[config.mk]
export PLATFORM = sky130hd
export DESIGN_NAME = hier_node_dispatch_flat
export DESIGN_NICKNAME = d
export VERILOG_FILES = /design/src/rtl/hier_node_dispatch_pkg.sv /design/src/rtl/hier_node_dispatch_if.sv /design/src/rtl/hier_node_dispatch_leaf.sv /design/src/rtl/hier_node_dispatch.sv /design/src/flat_wrapper.sv
export SDC_FILE = /design/constraint.sdc
export NUM_CORES = 1
export LEC_CHECK = 0
export CORE_UTILIZATION = 56
export CTS_BUF_LIST = sky130_fd_sc_hd__clkbuf_16
export DETAILED_ROUTE_END_ITERATION = 7
export MAX_ROUTING_LAYER = met4
export PLACE_DENSITY_LB_ADDON = 0.08
export SLEW_MARGIN = 25
export SYNTH_ARGS = -nofsm -noshare
export SYNTH_HDL_FRONTEND = slang
export SYNTH_SLANG_ARGS = --single-unit
[constraint.sdc]
create_clock -name clk -period 4.8 [get_ports clk]
set_clock_uncertainty 0.15 [all_clocks]
set_input_delay 0.72 -clock clk [delete_from_list [all_inputs] [get_ports clk]]
set_output_delay 0.72 -clock clk [all_outputs]
set_load 0.01 [all_outputs]
[src/rtl/hier_node_dispatch_pkg.sv]
`default_nettype none
// +----------------------------------------------------------------------------+
// | Package    : hier_node_pkg                                                 |
// | Purpose    : Shared types and helpers for the hierarchy dispatch node.     |
// |              leaf_state_e - per-leaf state (IDLE/RUN/DONE)                 |
// |              child_id_w   - width of a child index (never below 1 bit)     |
// | Revision   : 1.0 - initial release                                         |
// +----------------------------------------------------------------------------+
package hier_node_pkg;

  typedef enum logic [1:0] {
    IDLE = 2'd0,
    RUN  = 2'd1,
    DONE = 2'd2
  } leaf_state_e;

  // A single-child node still needs a 1-bit id port.
  function automatic int child_id_w(input int n);
    return (n > 1) ? $clog2(n) : 1;
  endfunction

endpackage
`default_nettype wire

[src/rtl/hier_node_dispatch_if.sv]
`default_nettype none
// +----------------------------------------------------------------------------+
// | Interface  : hier_node_dispatch_if                                         |
// | Purpose    : Token input stream, tagged result output stream and busy.     |
// |   in_valid/in_ready/in_data             - work token handshake            |
// |   out_valid/out_ready/out_data/out_child_id - result handshake + leaf tag  |
// |   busy                                  - node has work in flight          |
// |   modport slave  : the node side; modport master : the parent side        |
// | Revision   : 1.0 - initial release                                         |
// +----------------------------------------------------------------------------+
interface hier_node_dispatch_if #(
  parameter int DATA_W = 16,
  parameter int ID_W   = 3
);
  logic              in_valid;
  logic              in_ready;
  logic [DATA_W-1:0] in_data;
  logic              out_valid;
  logic              out_ready;
  logic [DATA_W-1:0] out_data;
  logic [ID_W-1:0]   out_child_id;
  logic              busy;

  modport master (
    output in_valid, in_data, out_ready,
    input  in_ready, out_valid, out_data, out_child_id, busy
  );

  modport slave (
    input  in_valid, in_data, out_ready,
    output in_ready, out_valid, out_data, out_child_id, busy
  );
endinterface
`default_nettype wire

[src/rtl/hier_node_dispatch_leaf.sv]
`default_nettype none
// +----------------------------------------------------------------------------+
// | Module     : hier_leaf                                                     |
// | Purpose    : One leaf worker. Accepts a token while IDLE, runs for         |
// |              LEAF_LAT cycles in total, then holds its result in DONE until |
// |              the collector takes it.                                       |
// |   clk, rst_n   - clock, asynchronous active-low reset                      |
// |   dispatch     - load data and start (only asserted while idle)           |
// |   collect      - result taken (only asserted while done)                  |
// |   data         - token payload                                             |
// |   idle, done   - state flags                                               |
// |   result       - data + CHILD_IDX, wrapping modulo 2^DATA_W                |
// | Revision   : 1.0 - initial release                                         |
// +----------------------------------------------------------------------------+
module hier_leaf
  import hier_node_pkg::*;
#(
  parameter int DATA_W    = 16,
  parameter int LEAF_LAT  = 4,
  parameter int CHILD_IDX = 0
) (
  input  logic              clk,
  input  logic              rst_n,
  input  logic              dispatch,
  input  logic              collect,
  input  logic [DATA_W-1:0] data,
  output logic              idle,
  output logic              done,
  output logic [DATA_W-1:0] result
);

  localparam int                CNT_W  = (LEAF_LAT > 1) ? $clog2(LEAF_LAT) : 1;
  localparam logic [CNT_W-1:0]  c_LAST = CNT_W'(LEAF_LAT - 1);
  localparam logic [DATA_W-1:0] c_IDX  = DATA_W'(CHILD_IDX);

  leaf_state_e       r_state;
  leaf_state_e       w_state_nxt;
  logic [CNT_W-1:0]  r_cnt;
  logic [DATA_W-1:0] r_result;

  // State register
  always_ff @(posedge clk or negedge rst_n) begin
    if (!rst_n) r_state <= IDLE;
    else        r_state <= w_state_nxt;
  end

  // Next state. The dispatch edge counts as the first latency cycle, so a
  // one-cycle leaf skips RUN and is DONE straight after dispatch.
  always_comb begin
    w_state_nxt = r_state;
    case (r_state)
      IDLE:    if (dispatch) w_state_nxt = (c_LAST == '0) ? DONE : RUN;
      RUN:     if (r_cnt == c_LAST) w_state_nxt = DONE;
      DONE:    if (collect) w_state_nxt = IDLE;
      default: w_state_nxt = IDLE;
    endcase
  end

  // Outputs
  always_comb begin
    idle   = (r_state == IDLE);
    done   = (r_state == DONE);
    result = r_result;
  end

  // Latency counter: 1 on the first RUN cycle, counts up to LEAF_LAT-1.
  always_ff @(posedge clk or negedge rst_n) begin
    if (!rst_n)                     r_cnt <= '0;
    else if (w_state_nxt == RUN)    r_cnt <= (r_state == RUN) ? r_cnt + 1'b1 : CNT_W'(1);
    else                            r_cnt <= '0;
  end

  always_ff @(posedge clk or negedge rst_n) begin
    if (!rst_n)                          r_result <= '0;
    else if (r_state == IDLE && dispatch) r_result <= data + c_IDX;
  end

endmodule
`default_nettype wire

[src/rtl/hier_node_dispatch.sv]
`default_nettype none
// +----------------------------------------------------------------------------+
// | Module     : hier_node_dispatch                                            |
// | Purpose    : Hierarchy node owning NUM_CHILDREN generated leaves. Tokens   |
// |              are dispatched round-robin to idle leaves; finished results   |
// |              are collected round-robin into a registered, id-tagged output.|
// |   clk, rst_n   - clock, asynchronous active-low reset                      |
// |   bus (slave)  - in_*/out_* handshakes, out_child_id, busy                 |
// |   perf_accepted/perf_returned/perf_stall - 32-bit wrapping counters,       |
// |                  present only when HIER_NODE_DISPATCH_PERF_EN is defined    |
// | Revision   : 1.0 - initial release                                         |
// +----------------------------------------------------------------------------+
module hier_node_dispatch
  import hier_node_pkg::*;
#(
  parameter int NUM_CHILDREN = 5,
  parameter int DATA_W       = 16,
  parameter int LEAF_LAT     = 4
) (
  input  logic                 clk,
  input  logic                 rst_n,
  hier_node_dispatch_if.slave  bus
`ifdef HIER_NODE_DISPATCH_PERF_EN
  ,
  output logic [31:0]          perf_accepted,
  output logic [31:0]          perf_returned,
  output logic [31:0]          perf_stall
`endif
);

  localparam int ID_W = child_id_w(NUM_CHILDREN);

  logic [NUM_CHILDREN-1:0] w_idle;
  logic [NUM_CHILDREN-1:0] w_done;
  logic [NUM_CHILDREN-1:0] w_disp;
  logic [NUM_CHILDREN-1:0] w_coll;
  logic [DATA_W-1:0]       w_res [NUM_CHILDREN];

  logic [ID_W-1:0]   r_dptr, r_cptr, r_out_id;
  logic [ID_W-1:0]   w_dsel, w_csel;
  logic [DATA_W-1:0] r_out_data;
  logic              r_out_valid;
  logic              w_any_idle, w_in_fire, w_take, w_coll_fire;

  // First requester at or after ptr, cyclically. Iterating from the far end
  // lets the nearest candidate overwrite the others without a break.
  function automatic logic [ID_W-1:0] rr_pick(input logic [NUM_CHILDREN-1:0] req,
                                               input logic [ID_W-1:0]         ptr);
    int              idx;
    logic [ID_W-1:0] sel;
    rr_pick = ptr;
    for (int k = NUM_CHILDREN - 1; k >= 0; k--) begin
      idx = int'(ptr) + k;
      if (idx >= NUM_CHILDREN) idx = idx - NUM_CHILDREN;
      sel = ID_W'(idx);
      if (req[sel]) rr_pick = sel;
    end
  endfunction

  function automatic logic [ID_W-1:0] ptr_inc(input logic [ID_W-1:0] idx);
    return (idx == ID_W'(NUM_CHILDREN - 1)) ? '0 : idx + 1'b1;
  endfunction

  for (genvar g = 0; g < NUM_CHILDREN; g++) begin : g_leaf
    hier_leaf #(
      .DATA_W    (DATA_W),
      .LEAF_LAT  (LEAF_LAT),
      .CHILD_IDX (g)
    ) u_leaf (
      .clk      (clk),
      .rst_n    (rst_n),
      .dispatch (w_disp[g]),
      .collect  (w_coll[g]),
      .data     (bus.in_data),
      .idle     (w_idle[g]),
      .done     (w_done[g]),
      .result   (w_res[g])
    );
  end

  assign w_any_idle  = |w_idle;
  assign w_in_fire   = bus.in_valid && w_any_idle;
  // Output register can accept a new result when empty or draining now.
  assign w_take      = !r_out_valid || bus.out_ready;
  assign w_coll_fire = w_take && (|w_done);
  assign w_dsel      = rr_pick(w_idle, r_dptr);
  assign w_csel      = rr_pick(w_done, r_cptr);

  // Dispatch hits an IDLE leaf and collect a DONE leaf, so they never collide.
  always_comb begin
    w_disp = '0;
    w_coll = '0;
    if (w_in_fire)   w_disp[w_dsel] = 1'b1;
    if (w_coll_fire) w_coll[w_csel] = 1'b1;
  end

  always_ff @(posedge clk or negedge rst_n) begin
    if (!rst_n) begin
      r_dptr      <= '0;
      r_cptr      <= '0;
      r_out_valid <= 1'b0;
      r_out_data  <= '0;
      r_out_id    <= '0;
    end else begin
      if (w_in_fire) r_dptr <= ptr_inc(w_dsel);
      if (w_coll_fire) begin
        r_out_valid <= 1'b1;
        r_out_data  <= w_res[w_csel];
        r_out_id    <= w_csel;
        r_cptr      <= ptr_inc(w_csel);
      end else if (bus.out_ready) begin
        r_out_valid <= 1'b0;
      end
    end
  end

  assign bus.in_ready     = w_any_idle;
  assign bus.out_valid    = r_out_valid;
  assign bus.out_data     = r_out_data;
  assign bus.out_child_id = r_out_id;
  assign bus.busy         = !(&w_idle) || r_out_valid;

`ifdef HIER_NODE_DISPATCH_PERF_EN
  always_ff @(posedge clk or negedge rst_n) begin
    if (!rst_n) begin
      perf_accepted <= '0;
      perf_returned <= '0;
      perf_stall    <= '0;
    end else begin
      if (w_in_fire)                      perf_accepted <= perf_accepted + 1'b1;
      if (r_out_valid && bus.out_ready)   perf_returned <= perf_returned + 1'b1;
      if (bus.in_valid && !w_any_idle)    perf_stall    <= perf_stall + 1'b1;
    end
  end
`endif

endmodule
`default_nettype wire

[src/flat_wrapper.sv]
// flat-port wrapper written by rule: the top's interface ports become plain ports
module hier_node_dispatch_flat import hier_node_pkg::*;
#(
  parameter int NUM_CHILDREN = 5,
  parameter int DATA_W       = 16,
  parameter int LEAF_LAT     = 4
)
  (clk, rst_n, bus_in_valid, bus_in_data, bus_out_ready, bus_in_ready, bus_out_valid, bus_out_data, bus_out_child_id, bus_busy);
  hier_node_dispatch_if #(.DATA_W(DATA_W), .ID_W((3))) bus_i ();
  input  logic clk;
  input  logic rst_n;
  input wire logic [$bits(bus_i.in_valid)-1:0] bus_in_valid;
  input wire logic [$bits(bus_i.in_data)-1:0] bus_in_data;
  input wire logic [$bits(bus_i.out_ready)-1:0] bus_out_ready;
  output wire logic [$bits(bus_i.in_ready)-1:0] bus_in_ready;
  output wire logic [$bits(bus_i.out_valid)-1:0] bus_out_valid;
  output wire logic [$bits(bus_i.out_data)-1:0] bus_out_data;
  output wire logic [$bits(bus_i.out_child_id)-1:0] bus_out_child_id;
  output wire logic [$bits(bus_i.busy)-1:0] bus_busy;
  assign bus_i.in_valid = bus_in_valid;
  assign bus_i.in_data = bus_in_data;
  assign bus_i.out_ready = bus_out_ready;
  assign bus_in_ready = bus_i.in_ready;
  assign bus_out_valid = bus_i.out_valid;
  assign bus_out_data = bus_i.out_data;
  assign bus_out_child_id = bus_i.out_child_id;
  assign bus_busy = bus_i.busy;
  hier_node_dispatch #(.NUM_CHILDREN(NUM_CHILDREN), .DATA_W(DATA_W), .LEAF_LAT(LEAF_LAT)) u_core (.clk(clk), .rst_n(rst_n), .bus(bus_i));
endmodule
==> impl_metrics.toml, run 1 <==
[setup_path]
start_kind = "register"
cp-end-kind = "register"
cp_slowest_stage_delay_ns = 0.58
critPathSlowestCell = "dfrtp_1"
worstPathArrival_ns = 4.74
cp_max_fo = 18
crit_chain = "inv_2 -> buf_4 -> ha_1 -> inv_1 -> fa_1 -> inv_1 -> a211o_1 -> a22oi_1 -> a311oi_1 -> nand2_1 -> o311a_4 -> nand2b_4 -> inv_4 -> nand4_4 -> mux2_2"
crit_type = "register to register"
crit_path_frequent_cell = "inv_1"
crit_required_ns = 4.94

[sta]
hold_viol = 0
finalCriticalPeriod_ns = 4.60
setup_viol = 0
slew_headroom_pct = 42.5
drv_slew = 0
rsz0062_at_grt = "no"
fmax_mhz = 218
tightest_slew_ns = 0.863
tns_ns = 0
finalCritPeriodShare_pct = 95.8

[job]
cap_violations = 0

[synthesis]
synth_edf_count = 0
synth_seq_cells = 126
syn_area_sq_um = 8930
syn-num-nets = 951
yosysWarningCount = 0
ys_seq_area_share_pct = 35.3
syn_avg_cell_area_sq_um = 9.95
synth_cells = 898
ys_types = 92
synth-main-ff-cell = "dfrtp_1"
ys_async_sr_fraction_pct = 100

[floorplanning]
start_util_pct = 58.1
die_w_um = 128
dieArea_sq_um = 16500
io_pins = 42
die_y_um = 128
rows = 45
core_area_sq_um = 15400

[clock_tree]
post-cts-setup-buffers = 0
clock_latency_ns = 0.42
h-tree-depth = 4
path_clk_slew_ns = 0.06
cts_tree = "done"
post_cts_resized = 0
cts_made_buffers = 17
clockBufferDepth = 2
clkSinkCount = 126
root_buffer = "clkbuf_16"
cts_hold_buf = 0

[route]
finalWirelength_um = 24000
drtPass1Iterations = 5
num_vias = 7284
drt_iter0_drc = 527
avgRoutedWirePerCell_um = 20.8
avgViaCountPerCell = 6.31
route.detailed.drc = 0
ant_nets = 0

[grt]
grt_antenna_before_repair = 0
grt_remaining_overflow = 0
track_usage_pct = 31.7
grt_pass1_wl_um = 39000
grt_max_degree = 66
grt_pass1_vias = 7428

[placed_design]
place.gp.congestion = 0.967
hpwl_um = 16700
io_buffers = 41

[cells_and_area]
drive_gt1_share_pct = 16.9
area_growth_pct = 14.3
final_common_cell = "dfrtp_1"
layout_common_cells = "126 x dfrtp_1, 76 x nand2_1, 51 x mux2i_1"
diodes = 0
fill_cells = 1193
nets = 983

[outcome]
status = "finished, final reports clean"

[worst_hold_path]
hold_class = "input port to async pin"
[per-stage QoR]
step / hold WS (ns) / std cells / setup slack, ns / utilization, % / cell area, sq um
after global placement: 0.311 / 1122 / 0.412 / 62.2 / 9560
after floorplan: 0.274 / 898 / 0.657 / - / 8930
final: 0.259 / 1154 / 0.203 / 66.4 / 10200
after detailed placement: 0.326 / 1122 / 0.298 / 62.2 / 9560
after CTS: 0.292 / 1154 / 0.257 / 66.4 / 10200
after global routing: 0.329 / 1154 / 0.0547 / 66.4 / 10200
[final cells by class]
cell class                      count  area (sq um)  area share, %
Multi-Input combinational cell    685          5400           52.9
Sequential cell                   126          3150           30.9
Clock inverter                     15           220           2.16
Tap cell                          211           264           2.59
Clock buffer                       17           425           4.17
Timing Repair Buffer               65           613           6.00
Inverter                           35           134           1.31
[synthesized netlist by cell type, drive strengths merged, types with 5 or more instances]
cell	n	area, sq um
a211o	11	96.3
a21o	5	37.5
a21oi	31	155
a221o	9	90.1
a22oi	7	52.6
a2bb2oi	5	43.8
a31oi	7	58.8
and2	6	37.5
and3	8	50.1
buf	24	148
clkbuf	28	106
dfrtp	126	3150
ha	31	388
inv	35	134
mux2	82	1010
mux2i	52	521
nand2	77	292
nand2b	28	183
nand3	19	108
nand4	12	120
nor2	45	179
nor2b	19	119
nor3	27	146
nor3b	7	52.6
o211ai	10	80.1
o21ai	28	151
o221ai	5	43.8
o22ai	17	106
o2bb2ai	9	78.8
or2	5	31.3
or3	5	31.3
xnor2	42	368
xor2	17	156
[per-layer routing]
layer	vias to the layer above	track usage [%]	part of all wire, %
met5	-	-	0
met4	0	11.8	2.4
li1	3318	-	-
met1	3679	39.6	43
met3	53	4.17	3.8
met2	234	52.6	50
[state kept, by name, summed over array words and instances, names as in the netlist]
name / flops
u_core.r_cptr: 3
u_core.bus.out_data: 16
u_core.r_dptr: 3
u_core.g_leaf.u_leaf.result: 80
u_core.bus.out_child_id: 3
u_core.bus.out_valid: 1
u_core.g_leaf.u_leaf.r_state: 10
u_core.g_leaf.u_leaf.r_cnt: 10
[worst paths after layout]
path                                                 start                                  to  cells past startpoint  slack, ns
min in group clk                u_core.bus.out_child_id[0]          u_core.bus.out_child_id[0]                      2       0.34
worst max-delay path                      u_core.r_dptr[0]   u_core.g_leaf[1].u_leaf.result[5]                     15       0.20
worst max register to register            u_core.r_dptr[0]   u_core.g_leaf[1].u_leaf.result[5]                     15       0.20
worst min register to register  u_core.bus.out_child_id[0]          u_core.bus.out_child_id[0]                      2       0.34
worst min-delay path                                 rst_n  u_core.g_leaf[2].u_leaf.result[10]                      1       0.26
max in group asynchronous                            rst_n   u_core.g_leaf[0].u_leaf.result[8]                      2       3.14
[cell families after synthesis]
| kind of cell | share of synthesized area, % |
|---|---|
| muxes | 17.6 |
| adders and majority gates | 4.79 |
| xor gates and xnor gates | 5.87 |
| buffers and inverters | 4.34 |
| and+or+nand+nor | 16.2 |
| DFF | 35.3 |
| AOI/OAI and AO/OA | 15.9 |
[worst max-delay path: cells and delay by family (launching register included)]
family                   cells  cell delay [ns]
AO/OA/AOI/OAI                4             1.22
adder cells (fa/ha/maj)      2             0.67
buffers and inverters        5             0.64
flip-flops                   1             0.58
multiplexers                 1             0.47
AND/OR/NAND/NOR              3             0.72
Power of run 1 is left out: the tool's default activity adds up to more than one toggle a clock period on the data nets, which glitch-free logic cannot reach.
==> run 2, diff against run 1 <==
--- a/config.mk
+++ b/config.mk
@@ -5,6 +5,7 @@
 export SDC_FILE = /design/constraint.sdc
 export NUM_CORES = 1
 export LEC_CHECK = 0
+export CAP_MARGIN = 10
 export CORE_UTILIZATION = 56
 export CTS_BUF_LIST = sky130_fd_sc_hd__clkbuf_16
 export DETAILED_ROUTE_END_ITERATION = 7
==> results of run 2 <==
Same layout as run 1: the final DEF is identical, and so are final timing and power.
Power of run 2 is left out for the same reason.
